File: src/rtl/dmem_port_arbiter.sv
// Two-master arbiter for the single-ported data memory: the CPU MEM stage has priority, while a
// starvation counter and a locked-burst cap make sure the DMA/loader side also gets memory cycles.
module dmem_port_arbiter #(
  parameter int AW           = 32,
  parameter int DW           = 32,
  parameter int STARVE_LIMIT = 4,
  parameter int BURST_MAX    = 16
) (
  input  logic          Clk,
  input  logic          Reset,
  input  logic          cpu_req,
  input  logic [3:0]    cpu_we,
  input  logic [AW-1:0] cpu_addr,
  input  logic [DW-1:0] cpu_wdata,
  output logic [DW-1:0] cpu_rdata,
  output logic          cpu_stall,
  input  logic          dma_req,
  input  logic          dma_lock,
  input  logic [3:0]    dma_we,
  input  logic [AW-1:0] dma_addr,
  input  logic [DW-1:0] dma_wdata,
  output logic          dma_gnt,
  output logic [DW-1:0] dma_rdata,
  output logic [AW-1:0] mem_addr,
  output logic [DW-1:0] mem_wdata,
  output logic [3:0]    mem_we,
  input  logic [DW-1:0] mem_rdata,
  output logic          owner
);

  localparam int WCW = (STARVE_LIMIT > 0) ? $clog2(STARVE_LIMIT + 1) : 1;
  localparam int BCW = (BURST_MAX > 0) ? $clog2(BURST_MAX + 1) : 1;
  localparam logic [WCW-1:0] WAIT_LIM  = WCW'(STARVE_LIMIT);
  localparam logic [BCW-1:0] BURST_LIM = BCW'(BURST_MAX);

  typedef enum logic {CPU_OWN = 1'b0, DMA_OWN = 1'b1} state_e;

  state_e         state_r, state_nxt_s;
  logic [WCW-1:0] wait_cnt_r, wait_nxt_s;
  logic [BCW-1:0] burst_cnt_r, burst_nxt_s;
  logic           cpu_gnt_s, dma_gnt_s, forced_s, wait_at_lim_s, burst_at_max_s;

  assign wait_at_lim_s  = (wait_cnt_r == WAIT_LIM);
  assign burst_at_max_s = (burst_cnt_r == BURST_LIM);
  assign forced_s       = cpu_req & burst_at_max_s;

  // Arbitration and next-state; grants are held low for the whole reset cycle.
  always_comb begin
    cpu_gnt_s   = 1'b0;
    dma_gnt_s   = 1'b0;
    state_nxt_s = state_r;
    burst_nxt_s = burst_cnt_r;
    if (Reset) begin
      state_nxt_s = CPU_OWN;
      burst_nxt_s = '0;
    end else begin
      case (state_r)
        CPU_OWN: begin
          if (cpu_req && !(dma_req && wait_at_lim_s)) begin
            cpu_gnt_s = 1'b1;
          end else if (dma_req) begin
            dma_gnt_s = 1'b1;
            if (dma_lock) begin
              state_nxt_s = DMA_OWN;
              burst_nxt_s = BCW'(1);
            end else begin
              state_nxt_s = CPU_OWN;
            end
          end else begin
            state_nxt_s = CPU_OWN;
          end
        end
        DMA_OWN: begin
          dma_gnt_s = dma_req & ~forced_s;
          if (forced_s) begin
            // Burst cap reached with the CPU waiting: hand the slot over this cycle.
            cpu_gnt_s   = 1'b1;
            state_nxt_s = CPU_OWN;
            burst_nxt_s = '0;
          end else if (!dma_req) begin
            state_nxt_s = CPU_OWN;
            burst_nxt_s = '0;
          end else if (!dma_lock) begin
            state_nxt_s = CPU_OWN;
            burst_nxt_s = '0;
          end else begin
            burst_nxt_s = burst_at_max_s ? burst_cnt_r : burst_cnt_r + BCW'(1);
          end
        end
        default: begin
          state_nxt_s = CPU_OWN;
          burst_nxt_s = '0;
        end
      endcase
    end
  end

  // Starvation counter: counts consecutive cycles of a refused DMA request.
  always_comb begin
    wait_nxt_s = '0;
    if (Reset) begin
      wait_nxt_s = '0;
    end else if (dma_req && !dma_gnt_s) begin
      wait_nxt_s = wait_at_lim_s ? wait_cnt_r : wait_cnt_r + WCW'(1);
    end else begin
      wait_nxt_s = '0;
    end
  end

  // State, starvation and burst registers.
  always_ff @(posedge Clk) begin
    if (Reset) begin
      state_r     <= CPU_OWN;
      wait_cnt_r  <= '0;
      burst_cnt_r <= '0;
    end else begin
      state_r     <= state_nxt_s;
      wait_cnt_r  <= wait_nxt_s;
      burst_cnt_r <= burst_nxt_s;
    end
  end

  // Memory bus mux follows the winner; an idle bus drives all zeros.
  always_comb begin
    mem_addr  = '0;
    mem_wdata = '0;
    mem_we    = 4'b0000;
    if (cpu_gnt_s) begin
      mem_addr  = cpu_addr;
      mem_wdata = cpu_wdata;
      mem_we    = cpu_we;
    end else if (dma_gnt_s) begin
      mem_addr  = dma_addr;
      mem_wdata = dma_wdata;
      mem_we    = dma_we;
    end else begin
      mem_we    = 4'b0000;
    end
  end

  assign cpu_stall = cpu_req & ~cpu_gnt_s & ~Reset;
  assign dma_gnt   = dma_gnt_s;
  assign cpu_rdata = cpu_gnt_s ? mem_rdata : '0;
  assign dma_rdata = dma_gnt_s ? mem_rdata : '0;
  assign owner     = state_r;

endmodule
File: config.mk
export PLATFORM = sky130hd
export DESIGN_NAME = dmem_port_arbiter
export DESIGN_NICKNAME = d
export VERILOG_FILES = /design/src/rtl/dmem_port_arbiter.sv
export SDC_FILE = /design/constraint.sdc
export NUM_CORES = 1
export LEC_CHECK = 0
export BUFFER_PORTS_ARGS = -buffer_cell sky130_fd_sc_hd__buf_2
export CORE_AREA = 4 4 118 120
export DETAILED_ROUTE_END_ITERATION = 8
export DIE_AREA = 0 0 122 124
export PLACE_DENSITY = 0.49
export SLEW_MARGIN = 20
export SYNTH_ARGS = -nofsm -noshare
export SYNTH_HDL_FRONTEND = slang
export SYNTH_SLANG_ARGS = --single-unit
File: constraint.sdc
create_clock -name Clk -period 2.7 [get_ports Clk]
set_input_delay 0.405 -clock Clk [delete_from_list [all_inputs] [get_ports Clk]]
set_output_delay 0.405 -clock Clk [all_outputs]
set_load 0.02 [all_outputs]
---- After elaboration in Yosys (flattened, before gate mapping) ----
Cells that the tools add are included.
word-level totals
  latch bits .............................. 0
  bits in writable memories ............... 0
  memory bits (read-only) ................. 0
  output and inout bits ................... 135
  logic and storage cells ................. 56
  bits of input ports ..................... 173
  bits in registers ....................... 9
  memories kept ........................... 0
operators by class
  reductions and logical operators ........ 7
  bitwise logic cells ..................... 9
  shifts and indexed selects .............. 0
  magnitude comparators ................... 0
  div/mod/pow operators ................... 0
  add/sub/neg operators ................... 2
  eq/ne operators ......................... 6
  mux-type cells .......................... 29
  $mul .................................... 0
operator list
  cell                                                           number
  32-bit 2-to-1 mux                                              6
  5-bit 2-to-1 mux                                               7
  1-bit 2-to-1 mux                                               10
  5-bit case mux with 2 select lines                             1
  4-bit 2-to-1 mux                                               2
  2-bit inequality test, second input constant                   3
  1-bit case mux with 2 select lines                             3
  5-bit by 1-bit adder with 5-bit output, second input constant  1
  5-bit equality test, second input constant                     1
  5-bit inequality test, second input constant                   1
  1-bit inverter                                                 5
  1-bit AND                                                      4
  4-bit AND reduction                                            1
  3-bit by 1-bit adder with 3-bit output, second input constant  1
  3-bit equality test, second input constant                     1
  1-bit logical AND                                              3
  1-bit logical NOT                                              2
  2-bit OR reduction                                             1

---- Logic depth before layout (Yosys ltp) ----
  depth after elaboration ................. 11
  mapped depth ............................ 8
  gate-level depth less buffers ........... 6

---- Worst setup path before layout ----
OpenSTA, ideal clock, no wires.
  kind .................................... flip-flop to output port
  start point ............................. reg burst_cnt_r[0]
  end point ............................... out dma_rdata[22]
  cell stages (with the launch flop) ...... 8
  required time ........................... 2.295 ns
  path buffers ............................ 1
  slack ................................... 0.440 ns
  arrival ................................. 1.855 ns
  cells stage by stage .................... dfxtp_1 -> inv_1 -> ha_1 -> and4bb_2 -> nor2b_2 -> o311a_1 -> clkbuf_1 -> and2_1
between the ends
  cells in the longest elaborated chain, start to end .. 7
ends and longest elaborated chain
  item                                RTL line  RTL
  start: declaration                  40        logic [BCW-1:0] burst_cnt_r, burst_nxt_s;
  start signal: assignment            119       burst_cnt_r <= burst_nxt_s;
  5-bit equality test                 44        assign burst_at_max_s = (burst_cnt_r == BURST_LIM);
  1-bit AND                           45        assign forced_s = cpu_req & burst_at_max_s;
  1-bit inverter                      74        dma_gnt_s = dma_req & ~forced_s;
  1-bit AND                           74
  1-bit case mux with 2 select lines  57        case (state_r)
  1-bit 2-to-1 mux                    53        if (Reset) begin
  net dma_gnt                         22        output logic dma_gnt,
  32-bit 2-to-1 mux                   144       assign dma_rdata = dma_gnt_s ? mem_rdata : '0;
  end: declaration                    23        output logic [DW-1:0] dma_rdata,
The timed path passes the listed nets, and every way through them passes these cells.

---- Final worst setup path ----
  start point ............................. reg burst_cnt_r[0]
  end point ............................... out mem_addr[8]
between the ends
  cells in the longest elaborated chain, start to end .. 8
  elaborated cells on any way between the ends .. 11
  classes of those cells .................. eq/ne (1); mux (7); bitwise (3)
ends and longest elaborated chain
  item                                RTL line  RTL
  5-bit equality test (*)             44
  1-bit AND (*)                       45
  1-bit inverter                      74
  1-bit AND                           74
  1-bit case mux with 2 select lines  57
  1-bit 2-to-1 mux                    53
  32-bit 2-to-1 mux                   132       end else if (dma_gnt_s) begin
  32-bit 2-to-1 mux (*)               128       if (cpu_gnt_s) begin
  end: declaration                    24        output logic [AW-1:0] mem_addr,
Mark *: on every way between the ends. The rest lies on a longest branch, timed or not.

==> qor.csv <==
stage;metric;value;unit
floorplan;rows;42;
cts;cts.sinks;9;
layout;finalInstanceArea;3530;µm²
drt;postRouteAntennaNets;0;
sta;fin_skew;4.08;ps
layout;fill_cells;1452;
cts;clkTransAtPathRegs;40;ps
synth;syn_area;1690;µm²
power_and_ir_drop;p_per_area;265;nW/µm²
layout;regArea;180;µm²
layout;final_core_util;0.272;
setup_path;arrival;2210;ps
sta;maxSlewViolCount;0;
sta;fin_crit;2620;ps
global_route;grt_max_degree;53;
synth;syn_nets;397;
cts;cts_max_path_buffers;2;
drt;drt_iter0_drc;102;
synth;synth-seq-cells;9;
synth;yosysTopAreaCellShare;0.352;
setup_path;start_kind;flop;
sta;rsz0062_at_grt;yes;
sta;worstMarginPinSlew;365;ps
cts;cts_hold_buf;0;
layout;n_antenna_cell;0;
floorplan;die-height;124;µm
cts;cts_buffers;3;
global_route;grt_pass1_vias;2708;
synth;yosys_warnings;0;
synth;synth_area_per_cell;7.70;µm²
layout;area_delta_synth_final;109;%
floorplan;ioPinCount;308;
sta;max_freq;382;MHz
cts;root_buffer;clkbuf_16;
sta;relSlewSlack;0.753;
global_route;overflow;0;
status;status;completed;
layout;final_cell_mix;buf_2 (307), a22o_1 (68), and2_1 (66);
job;maxCapViolations;0;
power_and_ir_drop;p_leak;2.11;nW
drt;drc;0;
cts;clock_latency;240;ps
placed_design;io_buffers;307;
placed_design;place_congestion;0.804;
layout;layout_commonest_cell;buf_2;
setup_path;critical_path_required;2300;ps
synth;ys_types;34;
floorplan;initial_core_util;0.131;
sta;whs;411;ps
global_route;antenna_found_initial;6;
synth;synth.largest_area_cell;a22o_1;
placed_design;dpl.cell_count;686;
floorplan;die_area;15100;µm²
layout;drive_above_1_share;0.629;
drt;vias_per_cell;4.21;
sta;setup_viol;0;
setup_path;cp-end-kind;output port;
sta;fin_crit_sh;0.969;
synth;synthFlopType;dfxtp_1;
cts;cts_max_level;1;
setup_path;crit_type;flop to output port;
synth;synth_cells;220;
drt;wl_per_cell;15.0;µm
layout;multi_input_area;1370;µm²
power_and_ir_drop;ir_drop;0.145;mV
hold_path;min_path_type;input pin to flop;
global_route;grt_first_pass_wirelength;13900;µm
floorplan;die_x;122;µm
sta;hold_violations;0;
layout;final_nets;695;
setup_path;critPathMaxFanout;50;
synth;synth-edff-count;0;
floorplan;fp.coreArea;13000;µm²
drt;firstDrtPassIters;4;
cts;cts_tree;done;
synth;async_reset_ff_frac;0;
layout;final_cells;693;
synth;synth.area.top_cells;a22o_1 (35%), and2_1 (24%), dfxtp_1 (11%), buf_6 (4.7%), ha_1 (3.0%);
power_and_ir_drop;total_power;0.936;mW
placed_design;dp_hpwl;8900;µm
global_route;grt_usage;0.114;
synth;synth-seq-area-share;0.106;
drt;vias;2920;
placed_design;placed_area;3410;µm²
drt;routed_wl;10400;µm
synth_stat cells, drive strengths merged, types with 2 or more instances:
cell	count
a22o	68
and2	66
buf	14
dfxtp	9
nor2	8
clkbuf	7
inv	7
nand2	6
nand3	5
ha	4
a21oi	3
a211oi	2
nand4b	2
nor2b	2
o211ai	2
logic make-up (layout without fill, tap and decap cells):
logic type,Yosys count,in the layout,share of synthesized area
AOI/OAI and AO/OA,83,83,0.422
xor gates and xnor gates,1,1,0.00517
adders and majority gates,4,4,0.0295
buffers and inverters,28,325,0.0997
DFF,9,9,0.106
and+or+nand+nor,95,95,0.338
registers in the layout, summed over array words and instances (netlist names):
name / flops
wait_cnt_r: 3
owner: 1
burst_cnt_r: 5
per-stage QoR:
stage | worst slack [ps] | TNS, ps
2_1_floorplan | 440 | 0
3_3_place_gp | 369 | 0
3_5_place_dp | 309 | 0
4_1_cts | 45.3 | 0
5_1_grt | -3.81 | -3.81
6_report | 84.5 | 0
timing repair:
item | in CTS | in global routing
gates resized for setup | 0 | 2
setup buffers | 0 | 2
endpoints found under the setup margin | 0 | 75
area by class of cell:
| type | instances | share of cell area |
|---|---|---|
| Clock buffer | 3 | 0.0212 |
| Timing Repair Buffer | 314 | 0.469 |
| Tap cell | 176 | 0.0623 |
| Sequential cell | 9 | 0.0510 |
| Clock inverter | 1 | 0.00142 |
| Multi-Input combinational cell | 183 | 0.388 |
| Inverter | 7 | 0.00743 |
worst paths after layout:
kind / endpoint / startpoint / slack [ps] / depth (start not counted)
setup reg to reg: burst_cnt_r[2]$_SDFFE_PP0P_ / burst_cnt_r[0]$_SDFFE_PP0P_ / 890 / 6
setup / recovery: mem_addr[8] / burst_cnt_r[0]$_SDFFE_PP0P_ / 80 / 8
hold reg to reg: wait_cnt_r[1]$_SDFFE_PP0P_ / wait_cnt_r[1]$_SDFFE_PP0P_ / 500 / 2
hold / removal: owner$_SDFF_PP0_ / dma_lock / 410 / 2
routing by layer:
metal	wire, µm	GRT usage
met1	4010	0.143
met2	5070	0.190
met3	1170	0.0409
met4	85	0.0210
met5	56	0
power by group:
group          switching [mW]  internal (mW)  leakage [nW]  total (mW)
Clock                  0.0702          0.196        0.0409       0.266
Combinational           0.290          0.241          1.99       0.532
Sequential            0.00261          0.136        0.0729       0.139
Total                   0.363          0.573          2.11       0.936
critical path: stages, from the launching register on:
cell	delay, ps
dfxtp_1	320
inv_1	90
ha_1	150
and4bb_2	320
nor2b_4	80
o311a_4	390
buf_12	180
a22o_1	270
buf_2	160
No activity file was read; power rests on OpenSTA's default activity.
